## config.mk

```make
export PLATFORM = sky130hd
export DESIGN_NAME = soma_diferenca
export DESIGN_NICKNAME = d
export VERILOG_FILES = /design/src/rtl/reconhecimento_pkg.sv /design/src/rtl/seletor_pixel.sv /design/src/rtl/soma_diferenca.sv
export SDC_FILE = /design/constraint.sdc
export NUM_CORES = 2
export LEC_CHECK = 0
export ABC_AREA = 1
export BUFFER_PORTS_ARGS = -buffer_cell sky130_fd_sc_hd__buf_2
export CAP_MARGIN = 20
export CORE_AREA = 2 2 385 387
export DETAILED_ROUTE_END_ITERATION = 6
export DIE_AREA = 0 0 387 389
export SYNTH_ARGS = -nofsm -noshare
export SYNTH_HDL_FRONTEND = slang
export SYNTH_SLANG_ARGS = --single-unit
```

## constraint.sdc

```tcl
create_clock -name clk -period 11.4 [get_ports clk]
set_input_delay 1.14 -clock clk [delete_from_list [all_inputs] [get_ports clk]]
set_output_delay 1.14 -clock clk [all_outputs]
set_load 0.02 [all_outputs]
```

## src/rtl/reconhecimento_pkg.sv

```systemverilog
// Shared types and constants for the digit template-matching pipeline.
// Grid geometry, pixel/score widths and the accumulator state encoding.
package reconhecimento_pkg;

    localparam int N     = 11;
    localparam int W     = 8;
    localparam int SUM_W = 15;
    localparam int IDX_W = $clog2(N);

    localparam logic [IDX_W-1:0] MAX_IDX = IDX_W'(N - 1);

    typedef enum logic [1:0] {
        IDLE = 2'd0,
        ACC  = 2'd1,
        FIM  = 2'd2
    } estado_t;

    typedef logic [W-1:0] pixel_array_t [N-1:0][N-1:0];

endpackage

```

## src/rtl/seletor_pixel.sv

```systemverilog
// Combinational N*N:1 selector returning the snapshot pixel at (row, col).
// Out-of-range indices read as zero so the mux never indexes past the array.
module seletor_pixel
    import reconhecimento_pkg::*;
(
    input  logic [W-1:0]     pixels [N-1:0][N-1:0],
    input  logic [IDX_W-1:0] row,
    input  logic [IDX_W-1:0] col,
    output logic [W-1:0]     pixel
);

    always_comb begin
        pixel = '0;
        if ((row <= MAX_IDX) && (col <= MAX_IDX)) begin
            pixel = pixels[row][col];
        end
    end

endmodule

```

## src/rtl/soma_diferenca.sv

```systemverilog
// Serial raster-order sum of an N x N difference snapshot, one pixel per clock.
// The total is the match score for one digit; lower is better, with optional early abort.
module soma_diferenca
    import reconhecimento_pkg::*;
#(
    parameter logic [SUM_W-1:0] LIMIT = SUM_W'(32767)
) (
    input  logic             clk,
    input  logic             rst_n,
    input  logic             start,
    input  logic [W-1:0]     diff_pixel [N-1:0][N-1:0],
    output logic             busy,
    output logic             done,
    output logic [SUM_W-1:0] soma,
    output logic             excedeu
);

    estado_t            state_reg, state_next;
    pixel_array_t       snap_reg;
    logic [SUM_W-1:0]   acc_reg, acc_next;
    logic [IDX_W-1:0]   row_reg, col_reg;
    logic [SUM_W-1:0]   soma_reg;
    logic               excedeu_reg;
    logic [W-1:0]       pixel_atual;
    logic               capture, ultimo, acima, fim_acc;

    seletor_pixel u_seletor (
        .pixels (snap_reg),
        .row    (row_reg),
        .col    (col_reg),
        .pixel  (pixel_atual)
    );

    // start only matters outside ACC; a request during accumulation is dropped.
    assign capture  = start && (state_reg != ACC);
    assign acc_next = acc_reg + SUM_W'(pixel_atual);
    assign ultimo   = (row_reg == MAX_IDX) && (col_reg == MAX_IDX);
    assign acima    = acc_next > LIMIT;
    assign fim_acc  = ultimo || acima;

    always_ff @(posedge clk or negedge rst_n) begin
        if (!rst_n) begin
            state_reg <= IDLE;
        end else begin
            state_reg <= state_next;
        end
    end

    always_comb begin
        state_next = state_reg;
        case (state_reg)
            IDLE:    if (start) state_next = ACC;
            ACC:     if (fim_acc) state_next = FIM;
            FIM:     state_next = start ? ACC : IDLE;
            default: state_next = IDLE;
        endcase
    end

    always_comb begin
        busy = (state_reg == ACC);
        done = (state_reg == FIM);
    end

    always_ff @(posedge clk or negedge rst_n) begin
        if (!rst_n) begin
            for (int i = 0; i < N; i++) begin
                for (int j = 0; j < N; j++) begin
                    snap_reg[i][j] <= '0;
                end
            end
        end else if (capture) begin
            snap_reg <= diff_pixel;
        end
    end

    // soma/excedeu change only when a sum completes, so partial sums never leak out.
    always_ff @(posedge clk or negedge rst_n) begin
        if (!rst_n) begin
            acc_reg     <= '0;
            row_reg     <= '0;
            col_reg     <= '0;
            soma_reg    <= '0;
            excedeu_reg <= 1'b0;
        end else if (capture) begin
            acc_reg     <= '0;
            row_reg     <= '0;
            col_reg     <= '0;
            excedeu_reg <= 1'b0;
        end else if (state_reg == ACC) begin
            acc_reg <= acc_next;
            if (col_reg == MAX_IDX) begin
                col_reg <= '0;
                row_reg <= row_reg + 1'b1;
            end else begin
                col_reg <= col_reg + 1'b1;
            end
            if (fim_acc) begin
                soma_reg    <= acc_next;
                excedeu_reg <= acima;
            end
        end
    end

    assign soma    = soma_reg;
    assign excedeu = excedeu_reg;

endmodule

```

Yosys cells after proc, flatten, opt, wreduce, memory -nomap -nowiden. Cells that the tools add are included.

Bits in registers: 1009. Word-level logic and storage cells: 175.

Reductions and logical operators: 12. Equality and inequality tests: 7. Add/sub/neg operators: 3. Order comparisons: 5. Mux-type cells: 20. Bitwise logic cells: 1.

Operators with widths (count): binary-select mux 88 bit (select 4 bit) (1); 2-to-1 mux 88 bit (1); binary-select mux 8 bit (select 4 bit) (1); 2-to-1 mux 15 bit (2); 2-to-1 mux 4 bit (6); 2-to-1 mux 8 bit (2); adder 15 x 8 -> 15 bit (1); greater-than comparator 15 bit, second input constant (1); less-than comparator 4 x 5 -> 1 bit, second input constant (2); adder 4 x 1 -> 4 bit, second input constant (2); == test 4 bit, second input constant (2); less-or-equal comparator 4 bit, second input constant (2); case mux 2 bit (3 select lines) (1); AND reduction 2 bit (3); nonzero test 2 bit (3); 2-to-1 mux 1 bit (4); 2-to-1 mux 2 bit (2); inequality test 2 x 1 -> 1 bit, second input constant (2); logical AND 1 bit (3); AND reduction 3 bit (1); == test 2 x 1 -> 1 bit, second input constant (1); == test 2 bit, second input constant (1); logical NOT 2 bit (1); inequality test 2 bit, second input constant (1); 2 further kinds (2).

Longest topological paths before layout.
Depth in word-level cells: 11. Mapped depth: 30. Mapped depth without buffers: 28.

Modules after synthesis. From an unflattened synthesis, not the netlist that was laid out.

Cell total of the unflattened synthesis: 6703. Area, all modules: 48615.4 µm².

Modules (own cells, without submodules): soma_diferenca (times used 1, cells an instance 4394, area an instance 38574.5 µm²); seletor_pixel (times used 1, cells an instance 2309, area an instance 10040.9 µm²).

Worst setup path after synthesis. Ideal clock, no wire load.

Kind: register -> register. Start point: reg row_reg[0]. End point: reg acc_reg[12]. Slack: 7.774 ns. Data arrival time: 3.507 ns. Stages on the path, launching flop included: 22. Clock period less this slack: 3.626 ns. Path buffers: 3. Cell sequence: dfrtp_1 > inv_1 > buf_2 > buf_2 > buf_2 > ha_1 > nand2_1 > inv_1 > o32ai_1 > a21oi_1 > ha_1 > fa_1 > nand3_1 > nand2_1 > nand2_1 > nand2_1 > a21oi_1 > o21ai_0 > nand3_1 > o21ai_0 > nand3_1 > nand2_1.

Cells in the longest elaborated chain, start to end: 8. Elaborated cells between the ends (all ways): 10.

RTL lines: start: declaration (RTL line soma_diferenca.sv:21) `logic [IDX_W-1:0] row_reg, col_reg;`; start signal: assignment (RTL line soma_diferenca.sv:93) `row_reg <= row_reg + 1'b1;`; binary-select mux 88 bit (select 4 bit) (RTL line seletor_pixel.sv:15) `pixel = pixels[row][col];`; 2-to-1 mux 88 bit (implied by the code) (RTL line seletor_pixel.sv:15); binary-select mux 8 bit (select 4 bit) (RTL line seletor_pixel.sv:15); 2-to-1 mux 8 bit (implied by the code) (RTL line seletor_pixel.sv:15); 2-to-1 mux 8 bit * (RTL line seletor_pixel.sv:14) `if ((row <= MAX_IDX) && (col <= MAX_IDX)) begin`; adder 15 x 8 -> 15 bit * (RTL line soma_diferenca.sv:36) `assign acc_next = acc_reg + SUM_W'(pixel_atual);`; 2-to-1 mux 15 bit * (RTL line soma_diferenca.sv:89) `end else if (state_reg == ACC) begin`; 2-to-1 mux 15 bit * (RTL line soma_diferenca.sv:84) `end else if (capture) begin`; end signal: assignment (RTL line soma_diferenca.sv:90) `acc_reg <= acc_next;`; end: declaration (RTL line soma_diferenca.sv:20) `logic [SUM_W-1:0] acc_reg, acc_next;`.

Mark *: on every way between the ends. The rest lies on a longest branch, timed or not. The select of a mux whose other input is x is not followed. A chain may end at the register's enable or synchronous reset.

Worst setup path after layout. Ends and elaborated chain as after synthesis.

==> run summary <==
status: complete, no violations
Clk Latency, worst-skew pair: 0.74 ns
cells on worst reg2reg path: 25
commonest non-fill, non-tap cells in the layout: nand2_1, dfrtp_1, buf_2
Area growth syn-to-layout: 20.6%
final net count: 8397
core area: 147000 um^2
clock buffers created by TritonCTS: 114
Seq. cell area: 25300 um^2
clock slew at reported path FFs: 0.07 ns
Placed Cells: 9228
# hold bufs at CTS: 0
final WL: 220 mm
minimum clock period: 6.13 ns
antenna violations before repair: 70
Critical Path Source Type: flip-flop
Max-Cap Viols: 0
max reg flops: 968
M1 WL: 87.5 mm
WL met2: 106 mm
maximum VDD drop: 0.112 mV
die area: 151000 um^2
total grt overflow: 0
DRC Markers: 0
final hold violations: 0
Tcrit/Tclk final: 0.537
vias per inst: 4.97
maximum achievable frequency: 163 MHz
H-tree depth: 3
clk sinks: 1009
Worst Skew: 0.0330 ns
crit path max fanout: 61
worst r2r src: row_reg[0]$_DFFE_PN0P_
first-pass GRT wire length: 314 mm
worst hold slack: 0.394 ns
Synth Net Count: 7643
vias post-DR: 47116
clk root buf: clkbuf_16
share of layout cells above drive strength 1: 0.167
Hold Path Class: in -> async
final setup vio count: 0
largest net degree at the start of global routing: 240
multi-input logic area: 20200 um^2
DR top layer: met5
Worst path top cell family by delay: simple AND/OR/NAND/NOR gates
Worst-Margin Slew: 1.13 ns
Crit-path slowest cell: dfrtp_4
RSZ-0062 raised after global routing: false
vias in the first global route: 46701
CP Capture Type: flip-flop
finished layout cell area: 58300 um^2
detailed placer's ending HPWL: 162 mm
max_slew headroom: 0.248
CTS resizes: 0
DRT Pass-1 Iters: 6
syn_area_per_cell: 7.26 um^2
Yosys reg bits: 1009
GPL Wtd Cong: 0.983
YS warnings: 0
Synth Cell Area: 48400 um^2
initial core utilization: 0.330
WP data required: 12.06 ns
Critical R2R Capture: acc_reg[12]$_DFFE_PN0P_
FILL cells: 15498
Synth Instances: 6661
Worst EP arrival: 6.78 ns
# rows: 141
total track usage: 0.285
port buffer count: 988
DIE WIDTH: 387 um
crit-path most repeated cell: nand2_1
sequential fraction of the synthesis area: 0.522
clock buffer depth: 3
met3 routed WL: 14.1 mm
setup bufs post-CTS: 0
setup_tns: 0 ns
num ports: 989
Worst Path Class, Setup: reg -> reg
Placement Cell Area: 54400 um^2
wire length per cell: 23.2 um
most common cell after layout, fill and taps aside: nand2_1
R2R setup slack: 5.27 ns
Worst Path Buf+Inv: 2
Netlist cell types: 39
CTS tree: yes
Final Slew Violations: 0
Iter 0 DRT Violations: 4440
PwrDens: 183 nW/um^2
Routed Antenna Nets: 0
non-filler instance count after layout: 9476
max incr delay on CP: 1.01 ns
crit path launch: row_reg[0]$_DFFE_PN0P_
LEAKAGE: 31.7 nW
die extent in y: 389 um
==> logic make-up after synthesis <==
group,Yosys count,synth area share
XOR/XNOR,10,0.00181
AO/OA/AOI/OAI,675,0.0738
flip-flops,1009,0.522
adder cells (fa/ha/maj),11,0.00300
buffers and inverters,678,0.0610
AND/OR/NAND/NOR,4278,0.338
==> synth_stat cells <==
cell type,count,area (um^2)
buf_4,23,173
o32ai_1,3,26.3
o211ai_1,29,218
nor2_4,3,33.8
nand4_1,1,6.26
buf_2,177,886
a2bb2oi_1,2,17.5
inv_2,5,18.8
xnor2_1,4,35.0
xor2_1,6,52.6
nor2_1,220,826
a22oi_1,22,165
clkinv_2,1,5.00
nor2_8,1,20.0
clkinv_1,1,3.75
o22ai_1,4,25.0
o21ai_2,1,8.76
a21boi_0,1,7.51
inv_1,265,995
nor3_1,2,10.0
inv_6,1,8.76
nand3_1,163,816
o21ai_1,63,315
fa_1,1,20.0
a21boi_1,3,22.5
ha_1,10,125
a21oi_1,118,591
buf_1,27,101
clkbuf_1,166,623
dfrtp_1,1009,25200
nand2_4,1,11.3
o21ai_0,422,2110
a21o_1,1,7.51
buf_6,12,135
o21bai_1,1,7.51
a22o_1,5,43.8
nand2_1,3871,14500
nor2_2,2,12.5
or2_2,14,87.6
==> worst max path at each step <==
stage / to / slack [ns] / cells past startpoint
2_1_floorplan: acc_reg[12]$_DFFE_PN0P_ / 7.77 / 21
3_3_place_gp: acc_reg[12]$_DFFE_PN0P_ / 5.34 / 25
3_5_place_dp: soma[12]$_DFFE_PN0P_ / 5.47 / 25
4_1_cts: acc_reg[12]$_DFFE_PN0P_ / 5.36 / 25
5_1_grt: soma[12]$_DFFE_PN0P_ / 4.83 / 25
6_report: acc_reg[12]$_DFFE_PN0P_ / 5.27 / 25
==> metal layers <==
layer | up-vias | track usage
met4 | 22 | 0.144
li1 | 22004 | -
met2 | 1860 | 0.480
met3 | 443 | 0.0499
met1 | 22787 | 0.351
met5 | - | 0
==> report_power, final <==
part,internal (W),switching [W]
registers,0.00416,0.000343
clock network,0.00217,0.00159
logic,0.000740,0.00169
total,0.00707,0.00362
==> cell type report <==
cell class / count / area share
Inverter: 273 / 0.0180
Sequential cell: 1009 / 0.433
Multi-Input combinational cell: 4974 / 0.346
Clock inverter: 41 / 0.00790
Tap cell: 1930 / 0.0414
Antenna cell: 40 / 0.00172
Clock buffer: 166 / 0.0569
Timing Repair Buffer: 1043 / 0.0951
==> per-stage QoR <==
step,power (W),util,worst slack (ns)
after floorplan,0.00583,-,7.77
after global placement,0.00696,0.371,5.34
after detailed placement,0.00698,0.371,5.47
after CTS,0.0108,0.397,5.36
after global routing,0.0112,0.398,4.83
final,0.0107,0.398,5.27
==> worst register-to-register path, cell delays in order, from the launching register on <==
cell and delay (ns):
dfrtp_4 1.01, nand2_4 0.59, clkinv_2 0.49, buf_4 0.67
a22oi_1 0.31, nor2_1 0.15, nor2_1 0.06, nand2_1 0.06
nand2_1 0.05, nand2_1 0.09, nand2_1 0.06, nand3_1 0.21
nand2_1 0.16, a21oi_1 0.19, ha_1 0.21, fa_1 0.24
nand3_1 0.13, nand2_1 0.10, nand2_1 0.07, nand2_1 0.07
a21oi_1 0.08, o21ai_0 0.30, nand3_1 0.26, o21ai_0 0.29
nand3_1 0.10, nand2_1 0.09
No activity file was read; power rests on OpenSTA's default activity.
